### src/rtl/bl_block_sender.sv
// Dynamic-backlight transmit path: captures per-block levels into a shadow bank and
// serialises a snapshot to the LED driver (clock/data/latch) on each frame-done request.
module bl_block_sender #(
    parameter int NUM_BLK = 24,
    parameter int DW      = 8,
    parameter int CLK_DIV = 4
) (
    input  logic                  iODCK,
    input  logic                  iRST,
    input  logic [NUM_BLK*DW-1:0] iBlockData,
    input  logic [NUM_BLK-1:0]    iWEA,
    input  logic                  iFrameDone,
    output logic                  oSCLK,
    output logic                  oSDO,
    output logic                  oLAT,
    output logic                  oBusy,
    output logic                  oOverrun
);

    localparam int TOT = NUM_BLK * DW;
    localparam int BW  = $clog2(TOT);

    typedef enum logic [1:0] {S_IDLE, S_LOAD, S_SHIFT, S_LATCH} state_t;

    state_t         r_state, w_state_nxt;
    logic [DW-1:0]  r_shadow [NUM_BLK];
    logic [TOT-1:0] w_shadow_flat;
    logic [TOT-1:0] r_buf;
    logic [BW-1:0]  r_bitcnt;
    logic [7:0]     r_div;
    logic           r_pend, r_sclk, r_sdo, r_lat, r_busy, r_ovr;
    logic           w_div_end, w_last_bit, w_bit_end;
    logic           w_sclk_nxt, w_sdo_nxt, w_lat_nxt;

    assign w_div_end  = (r_div == 8'(CLK_DIV - 1));
    assign w_last_bit = (r_bitcnt == '0);
    assign w_bit_end  = w_div_end && r_sclk;

    assign oSCLK    = r_sclk;
    assign oSDO     = r_sdo;
    assign oLAT     = r_lat;
    assign oBusy    = r_busy;
    assign oOverrun = r_ovr;

    // Block 0 sits at the MSB end so a left shift emits block 0 first, MSB first.
    always_comb begin
        w_shadow_flat = '0;
        for (int k = 0; k < NUM_BLK; k++)
            w_shadow_flat[TOT-1-k*DW -: DW] = r_shadow[k];
    end

    always_ff @(posedge iODCK) begin
        for (int k = 0; k < NUM_BLK; k++) begin
            if (iRST)
                r_shadow[k] <= '0;
            else if (iWEA[k])
                r_shadow[k] <= iBlockData[k*DW +: DW];
        end
    end

    always_ff @(posedge iODCK) begin
        if (iRST)
            r_state <= S_IDLE;
        else
            r_state <= w_state_nxt;
    end

    always_comb begin
        w_state_nxt = r_state;
        case (r_state)
            S_IDLE:  if (iFrameDone) w_state_nxt = S_LOAD;
            S_LOAD:  w_state_nxt = S_SHIFT;
            S_SHIFT: if (w_bit_end && w_last_bit) w_state_nxt = S_LATCH;
            S_LATCH: if (w_div_end) w_state_nxt = (r_pend || iFrameDone) ? S_LOAD : S_IDLE;
            default: w_state_nxt = S_IDLE;
        endcase
    end

    always_comb begin
        w_sclk_nxt = r_sclk;
        w_sdo_nxt  = r_sdo;
        w_lat_nxt  = r_lat;
        case (r_state)
            S_LOAD: begin
                w_sclk_nxt = 1'b0;
                w_sdo_nxt  = w_shadow_flat[TOT-1];
                w_lat_nxt  = 1'b0;
            end
            S_SHIFT: begin
                if (w_div_end && !r_sclk) begin
                    w_sclk_nxt = 1'b1;
                end else if (w_bit_end && w_last_bit) begin
                    w_sclk_nxt = 1'b0;
                    w_sdo_nxt  = 1'b0;
                    w_lat_nxt  = 1'b1;
                end else if (w_bit_end) begin
                    w_sclk_nxt = 1'b0;
                    w_sdo_nxt  = r_buf[TOT-2];
                end
            end
            S_LATCH: begin
                w_sclk_nxt = 1'b0;
                w_sdo_nxt  = 1'b0;
                w_lat_nxt  = !w_div_end;
            end
            default: begin
                w_sclk_nxt = 1'b0;
                w_sdo_nxt  = 1'b0;
                w_lat_nxt  = 1'b0;
            end
        endcase
    end

    always_ff @(posedge iODCK) begin
        if (iRST) begin
            r_sclk   <= 1'b0;
            r_sdo    <= 1'b0;
            r_lat    <= 1'b0;
            r_busy   <= 1'b0;
            r_ovr    <= 1'b0;
            r_pend   <= 1'b0;
            r_buf    <= '0;
            r_bitcnt <= '0;
            r_div    <= '0;
        end else begin
            r_sclk <= w_sclk_nxt;
            r_sdo  <= w_sdo_nxt;
            r_lat  <= w_lat_nxt;
            r_busy <= (w_state_nxt != S_IDLE);
            // In LOAD the held request is being consumed, so a new one is accepted.
            r_ovr  <= (r_state != S_IDLE) && (r_state != S_LOAD) && iFrameDone && r_pend;
            if (r_state == S_IDLE)
                r_pend <= 1'b0;
            else if (iFrameDone)
                r_pend <= 1'b1;
            else if (r_state == S_LOAD)
                r_pend <= 1'b0;

            case (r_state)
                S_LOAD: begin
                    r_buf    <= w_shadow_flat;
                    r_bitcnt <= BW'(TOT - 1);
                    r_div    <= '0;
                end
                S_SHIFT: begin
                    r_div <= w_div_end ? 8'd0 : r_div + 8'd1;
                    if (w_bit_end && !w_last_bit) begin
                        r_buf    <= {r_buf[TOT-2:0], 1'b0};
                        r_bitcnt <= r_bitcnt - 1'b1;
                    end
                end
                S_LATCH: r_div <= w_div_end ? 8'd0 : r_div + 8'd1;
                default: r_div <= '0;
            endcase
        end
    end

endmodule

### config.mk
export PLATFORM = sky130hd
export DESIGN_NAME = bl_block_sender
export DESIGN_NICKNAME = d
export VERILOG_FILES = /design/src/rtl/bl_block_sender.sv
export SDC_FILE = /design/constraint.sdc
export NUM_CORES = 1
export LEC_CHECK = 0
export CAP_MARGIN = 20
export CORE_MARGIN = 3
export CORE_UTILIZATION = 60
export DETAILED_ROUTE_END_ITERATION = 10
export HOLD_SLACK_MARGIN = 0.12
export PLACE_DENSITY = 0.86
export SYNTH_ARGS = -nofsm -noshare
export SYNTH_HDL_FRONTEND = slang
export SYNTH_SLANG_ARGS = --single-unit
### constraint.sdc
create_clock -name iODCK -period 5.2 [get_ports iODCK]
set_clock_uncertainty 0.15 [all_clocks]
set_input_delay 1.3 -clock iODCK [delete_from_list [all_inputs] [get_ports iODCK]]
set_output_delay 1.3 -clock iODCK [all_outputs]
set_load 0.02 [all_outputs]
# Word-level counts from Yosys, hierarchy flattened
# Memories as Yosys holds them, arrays and structs flattened.
# Cells that the tools add are included.
# classes
n_addsub	2
eq_ne	9
mux	119
bitwise	26
n_reduce_logical	25
# op_table
operator	n
one-hot mux 191 bit (2 select lines)	1
two-way mux 8 bit	25
two-way mux 191 bit	1
two-way mux 1 bit	85
bitwise OR 1 bit	24
one-hot mux 8 bit (2 select lines)	1
adder 8 x 1 -> 8 bit, second input constant	1
equality test 8 x 2 -> 1 bit, second input constant	1
logical NOT 8 bit	1
one-hot mux 2 bit (4 select lines)	1
nonzero test 2 bit	4
subtractor 8 x 1 -> 8 bit, second input constant	1
logical AND 1 bit	7
two-way mux 2 bit	3
!= test 2 bit, second input constant	3
AND reduction 2 bit	3
OR reduction 2 bit	3
equality test 2 bit, second input constant	2
one-hot mux 1 bit (2 select lines)	2
logical NOT 1 bit	3
!= test 3 bit, second input constant	1
nonzero test 3 bit	1
OR reduction 3 bit	1
equality test 2 x 1 -> 1 bit, second input constant	1
other kinds (4)	5
# totals
regBits	215
ram_bits	192
elab_cells	192
mem_count	1
# memory_table
memory	depth	width	rd	rd_ports_with_merged_regs	wr	line_no	text
r_shadow	24	8	24	0	24	26	logic [DW-1:0] r_shadow [NUM_BLK];

# Longest topological paths before layout
# Gate-level depths: netlist of run 1.
# depth
word_depth	6
depth_mapped	10
mapped_depth_nobuf	7

# Worst setup path after synthesis of run 1
# No wires, ideal clock.
# synth_path
path_kind	input-to-reg
startpoint	input port iRST
endpoint	register r_bitcnt[0]
setup_ns	0.148
t_arrival_ns	2.330
t_required_ns	4.902
path_slack_ns	2.573
cell_stages	4
n_path_buf	3
path_cell_list	clkbuf_1 > clkbuf_1 > clkbuf_1 > a211oi_1
# synth_rtl
element	line_no	text
start: declaration	9	input logic iRST,
end signal: assignment	142	r_bitcnt <= BW'(TOT - 1);
end signal: assignment	149	r_bitcnt <= r_bitcnt - 1'b1;
end: declaration	29	logic [BW-1:0] r_bitcnt;
# No word-level cell between the ends.

# Worst setup path in the final report of run 1
# layout_path
startpoint	register r_state[0]
endpoint	register r_buf[172]
# layout_via
elab_chain_len	3
word_cells_on_any_way	6
classes_between	3 x eq/ne; 1 x mux; 2 x reduce/logical
# layout_lines
element	line_no	text
start: declaration	25	state_t r_state, w_state_nxt;
start signal: assignment	65	r_state <= w_state_nxt;
equality test 2 bit / equality test 2 x 1 -> 1 bit (equally long branches)	139	case (r_state)
!= test 2 bit (no source line) / nonzero test 2 bit (equally long branches)	--	
AND reduction 2 bit (no source line)	--	
end signal: assignment	141	r_buf <= w_shadow_flat;
end signal: assignment	148	r_buf <= {r_buf[TOT-2:0], 1'b0};
end: declaration	28	logic [TOT-1:0] r_buf;
# Several ways; a longest one is shown, not always the timed one.
# A chain may end at the register's enable or synchronous reset.

==> summary.md, run 1 <==
| Metric | Value |
|---|---|
| RSZ-0062 raised after global routing | `false` |
| Worst-Margin Slew | `961.8 ps` |
| Worst setup SP type | `flop` |
| Grt total ovfl | `0` |
| IO Count | `224` |
| Mapped cell area | `0.01726 mm2` |
| HPWL after detailed placement | `21110 um` |
| Global Route Usage Sum | `21.06%` |
| CTS buffer count | `42` |
| Commonest cells in the netlist | `dfxtp_1 (215), nor2_1 (205), and2_1 (192), edfxtp_1 (192), mux2i_1 (191)` |
| Leak Pwr | `7.263 nW` |
| Fin crit share | `69.73%` |
| DR vias | `10900` |
| Finished Cell Area | `0.02099 mm2` |
| Final WL | `32610 um` |
| Routed WL per cell | `16.18 um` |
| Syn avg cell area | `12.14 um2` |
| Final Util | `74.74%` |
| CTS sink count | `407` |
| Pre-CTS setup slack | `1607 ps` |
| Initial antenna violation count | `0` |
| Layout cells sized above 1 | `12.10%` |
| Placed cell area | `0.01961 mm2` |
| Drt first pass iters | `4` |
| Fin Hold WS | `327.3 ps` |
| Final WS setup | `1574 ps` |
| Most used DFF post-synth | `dfxtp_1` |
| Critical Path Fanout Max | `60` |
| DR iter-0 viols | `626` |
| Largest net degree at the start of global routing | `195` |
| Root buffer cell | `clkbuf_16` |
| VDD IR-drop max | `0.7692 mV` |
| Max_slew headroom | `35.88%` |
| Core Area | `0.02809 mm2` |
| Area grow syn2layout | `21.66%` |
| Pwr/cell area | `511.5 mW/mm2` |
| Synth top area share | `33.41%` |
| DR vias/cell | `5.406` |
| Critical path type | `reg -> reg` |
| R2r worst-path depth | `6` |
| # Post-CTS Setup Buffers | `0` |
| Setup TNS | `0 ps` |
| Chip height | `175.6 um` |
| Syn nets | `1647` |
| Slew Limit Fails | `0` |
| Clk Latency, worst-skew pair | `530 ps` |
| Worst hold path class | `reg -> reg` |
| Placed Cells | `1939` |
| Register bit total from synthesis | `407` |
| Final Hold Fails | `0` |
| Reg2reg setup slack | `1570 ps` |
| Post-Synthesis Cells | `1421` |
| Setup violations, final | `0` |
| Max_cap viols | `0` |
| Hold Crit Depth | `2` |
| Critical Path AT | `3840 ps` |
| Post-route DRC violation count | `0` |
| Number of flops mapped to enable cells by yosys | `192` |
| Sequential area share after synthesis | `58.36%` |
| Clock buffer depth | `3` |
| Hold_buf cts | `0` |
| Post_cts resized | `0` |
| Count leader, synth | `dfxtp_1` |
| Fmax achieved | `275.8 MHz` |
| CP required | `5420 ps` |
| Nature of the critical path endpoint | `flop` |
| Antenna Violating Nets Remaining | `0` |
| Post-route minimum period | `3626 ps` |
| # rows | `61` |
| Layout Cells excl Fill | `2016` |
| Global-route wire length before repair | `53950 um` |
| Leading area contributor after synthesis | `edfxtp_1` |
| H-tree depth | `2` |
| Vias in the first global route | `10980` |
| CTS tree | `yes` |
| Ranking of synthesized cells by area | `edfxtp_1 (33%), dfxtp_1 (25%), mux2i_1 (11%), and2_1 (7.0%), a211oi_2 (6.5%)` |
| Nets | `1831` |
| Initial Util | `61.44%` |
| Cell variety after synth | `41` |
| I/O Buffers | `223` |
| Fillers | `1870` |
| Die Width | `175.6 um` |
| Synth Warn # | `0` |
| Die area | `0.03083 mm2` |
| Asr flop ratio synth | `0%` |
| Worst-path clk slew | `60 ps` |
| Total power | `10.74 mW` |
| Status | `complete, no violations` |
| Gpl congestion | `0.7855` |
-- flip-flops by register name, summed over array words and instances, names as in the netlist --
name	count
r_state	2
oSDO	1
r_pend	1
oLAT	1
oOverrun	1
r_bitcnt	8
r_shadow	192
oBusy	1
oSCLK	1
r_div	8
r_buf	191
-- per-layer routing --
| layer | up-vias | global-route usage, % | routed length (um) |
|---|---|---|---|
| met5 | - | 0 | 0 |
| met4 | 0 | 5.774 | 631 |
| met3 | 42 | 3.718 | 1681 |
| met2 | 246 | 35.18 | 15770 |
| met1 | 5148 | 28.59 | 14520 |
| li1 | 5463 | - | - |
-- worst paths after layout --
kind	startpoint	endpoint
worst min-delay path	oLAT	oLAT
worst max-delay path	r_state[0]	r_buf[172]
worst min register to register	oLAT	oLAT
worst max register to register	r_state[0]	r_buf[172]
-- cells by family (layout without fill, tap and decap cells) --
kind of cell	Yosys count	in the layout	synth area share, %
AOI/OAI and AO/OA	212	212	11.71
xor gates and xnor gates	13	13	0.6599
adders and majority gates	7	7	0.5076
buffers and inverters	103	319	2.973
DFF	407	407	58.36
muxes	191	191	11.08
other	0	1	0
and+or+nand+nor	488	488	14.71
-- cell usage in the layout (no fill, tap or decap), types with 4 or more instances in the layout --
cell type          n
edfxtp_1         192
nor2b_1           26
a21oi_1            6
xnor2_1            9
nand3_1            4
nor2_1           205
nor3_1             9
clkdlybuf4s50_1  222
buf_4              9
ha_1               6
clkinv_2          11
a211oi_1         102
clkbuf_8           8
nand2_1            6
and2_1           192
a211oi_2          90
clkbuf_1           7
dfxtp_1          215
mux2i_1          191
clkbuf_16         44
or2_2             26
o21ai_0            4
xor2_1             4
or3_1              6
inv_1              9
-- critical path: stages (launching register included) --
cell and delay [ps]:
dfxtp_1 360, inv_1 160, ha_4 720, buf_4 840, buf_4 710, mux2i_1 340
a211oi_2 100
-- power by group --
group / switching [mW] / total, mW / internal [mW]
sequential: 0.423 / 4.60 / 4.17
clock: 1.18 / 2.93 / 1.76
combinational: 1.80 / 3.21 / 1.41
-- cell type report --
cell class	instances	area, um2	share of cell area, %
clock buffers	59	1237	5.895
diodes	1	2.502	0.01192
flip-flops and latches	407	10070	47.97
well taps	378	473.0	2.253
inverters	9	33.78	0.1609
clock inverters	17	138.9	0.6616
multi-input cells	911	6693	31.88
repair buffers	234	2345	11.17
(Power assumes the default switching activity.)
==> run 2, diff against run 1 <==
--- a/config.mk
+++ b/config.mk
@@ -7,10 +7,10 @@
 export LEC_CHECK = 0
 export CAP_MARGIN = 20
 export CORE_MARGIN = 3
-export CORE_UTILIZATION = 60
+export CORE_UTILIZATION = 55
 export DETAILED_ROUTE_END_ITERATION = 10
 export HOLD_SLACK_MARGIN = 0.12
-export PLACE_DENSITY = 0.86
+export PLACE_DENSITY = 0.8
 export SYNTH_ARGS = -nofsm -noshare
 export SYNTH_HDL_FRONTEND = slang
 export SYNTH_SLANG_ARGS = --single-unit
==> constraint.sdc (replaced) <==
create_clock -name iODCK -period 3.5 [get_ports iODCK]
set_clock_uncertainty 0.15 [all_clocks]
set_input_delay 0.875 -clock iODCK [delete_from_list [all_inputs] [get_ports iODCK]]
set_output_delay 0.875 -clock iODCK [all_outputs]
set_load 0.02 [all_outputs]
==> run 2 against run 1 <==
  * Final area is 0.85% higher
  * Largest cell class unchanged
  * Combinational power is 50% higher
  * First-iteration DRC count is 10% lower
  * Clock power is 57% higher
  * Count of clock-buffer cells in the layout is 4 higher
  * Global-route usage is 1.9 points lower
  * Critical path depth is 2 higher
  * Hold slack worse by 17 ps
  * Maximum frequency is 15% higher
==> summary.md, run 2 (synthesized netlist as in run 1, its figures left out) <==
| Metric | Value |
|---|---|
| Antenna Violating Nets Remaining | `0 (unchanged)` |
| Setup TNS | `0 ps (unchanged)` |
| Max_cap viols | `0 (unchanged)` |
| Vias in the first global route | `10850 (-1.2%)` |
| DR iter-0 viols | `563 (-10%)` |
| Initial antenna violation count | `0 (unchanged)` |
| Routed WL per cell | `15.93 um (-1.5%)` |
| Clk Latency, worst-skew pair | `530 ps (about the same)` |
| Hold_buf cts | `0 (unchanged)` |
| CTS tree | `yes` |
| Drt first pass iters | `5 (+1)` |
| Root buffer cell | `clkbuf_16` |
| # rows | `64 (+4.9%)` |
| Worst-Margin Slew | `1044 ps (+81.96 ps)` |
| Post-route DRC violation count | `0 (unchanged)` |
| Post-route minimum period | `3156 ps (-469.4 ps)` |
| VDD IR-drop max | `0.7092 mV (-7.8%)` |
| Max_slew headroom | `30.41% (-5.5 points)` |
| Die area | `0.03353 mm2 (+8.8%)` |
| Final Util | `68.85% (-5.9 points)` |
| IO Count | `224 (unchanged)` |
| CP required | `3760 ps (-1660 ps)` |
| Fin crit share | `90.18% (+20 points)` |
| Grt total ovfl | `0 (unchanged)` |
| Initial Util | `56.12% (-5.3 points)` |
| Fmax achieved | `316.8 MHz (+15%)` |
| Post_cts resized | `0 (unchanged)` |
| Chip height | `183.1 um (+4.3%)` |
| HPWL after detailed placement | `20940 um (-0.80%)` |
| Fillers | `2204 (+18%)` |
| Slew Limit Fails | `0 (unchanged)` |
| Fin Hold WS | `309.8 ps (-17.44 ps)` |
| Setup violations, final | `0 (unchanged)` |
| Core Area | `0.03075 mm2 (+9.5%)` |
| CTS sink count | `407 (unchanged)` |
| # Post-CTS Setup Buffers | `0 (unchanged)` |
| CTS buffer count | `43 (+2.4%)` |
| RSZ-0062 raised after global routing | `false` |
| Most frequent cells in the layout | `clkdlybuf4s50_1 (222), dfxtp_1 (215), nor2_1 (205)` |
| Worst setup SP type | `flop` |
| Biggest register | `r_shadow` |
| DR vias/cell | `5.352 (-1.0%)` |
| Layout cells sized above 1 | `12.22% (+0.12 points)` |
| Worst-path clk slew | `60 ps (about the same)` |
| Critical path type | `reg -> reg` |
| Multi-input logic area | `0.006693 mm2 (unchanged)` |
| Leak Pwr | `7.328 nW (+0.91%)` |
| Register area | `0.01007 mm2 (unchanged)` |
| Nets | `1837 (+0.33%)` |
| Final WL | `32530 um (-0.25%)` |
| Die Width | `183.1 um (+4.3%)` |
| H-tree depth | `2 (unchanged)` |
| Critical Path Fanout Max | `57 (-5.0%)` |
| Pwr/cell area | `767.6 mW/mm2 (+50%)` |
| Nature of the critical path endpoint | `flop` |
| Largest registers | `r_shadow: 192 flops, r_buf: 191 flops` |
| Commonest non-fill, non-tap cell in the layout | `clkdlybuf4s50_1` |
| DR vias | `10930 (+0.27%)` |
| Status | `complete, no violations` |
| Area grow syn2layout | `22.70%` |
| Critical Path AT | `3410 ps (-430 ps)` |
| Worst hold path class | `reg -> reg` |
| Global-route wire length before repair | `53060 um (-1.6%)` |
| I/O Buffers | `223 (unchanged)` |
| Final Hold Fails | `0 (unchanged)` |
| Number of flip-flops in the largest register | `192 (unchanged)` |
| Largest net degree at the start of global routing | `139 (-29%)` |
| Clock buffer depth | `3 (unchanged)` |
| Gpl congestion | `0.7539 (-4.0%)` |
| Global Route Usage Sum | `19.19% (-1.9 points)` |
[run 2: changes by cell type in the layout (fill, tap and decap cells not counted), moves of 2 or more]
cell       before  now
clkbuf_1        7   14
clkinv_1        2    0
clkinv_2       11    8
clkbuf_8        8    4
bufinv_16       2    5
inv_4           0    2
buf_12          2    6
[run 2: layout make-up]
class | count | area share (%)
Antenna cell | 1 | 0.01182
Tap cell | 396 | 2.340
Clock inverter | 16 | 0.9988
Clock buffer | 63 | 5.827
Inverter | 9 | 0.1596
Sequential cell | 407 | 47.56
Timing Repair Buffer | 239 | 11.49
Multi-Input combinational cell | 911 | 31.61
[run 2: stage by stage]
stage	setup WS [ps]	power [mW]	instances	instance area [um2]
after floorplan	994.8	10.77	1421	17260
after global placement	632.0	11.48	1962	19720
after detailed placement	506.0	11.72	1962	19720
after CTS	330.6	16.40	2041	21170
after global routing	129.5	17.22	2041	21170
final	343.6	16.25	2042	21170
[run 2: metal layers]
layer	global-route usage, %	share of wire (%)	vias up
met4	6.368	2.6	0
met3	3.292	5.1	55
met5	0	0	-
met2	31.72	48	259
li1	-	-	5487
met1	25.96	45	5127
[run 2: path summary, 6_finish.rpt]
check	startpoint	to	slack (ps)	depth (start not counted)
setup / recovery	r_div[0]	r_buf[131]	340	8
hold / removal	r_div[0]	r_div[0]	310	1
setup reg to reg	r_div[0]	r_buf[131]	340	8
hold reg to reg	r_div[0]	r_div[0]	310	1
[run 2: power breakdown]
part / switching (mW) / leakage, nW / internal, mW
registers: 0.613 / 3.83 / 6.20
clock network: 1.79 / 0.715 / 2.82
logic: 2.67 / 2.78 / 2.15
total: 5.08 / 7.33 / 11.2
[run 2: worst max-delay path, cell delays in order (launching register included)]
cell	delay [ps]
dfxtp_1	370
ha_1	210
or4b_1	470
or3_1	540
o21ai_4	300
buf_12	270
buf_12	260
nor2_1	80
a211oi_1	330
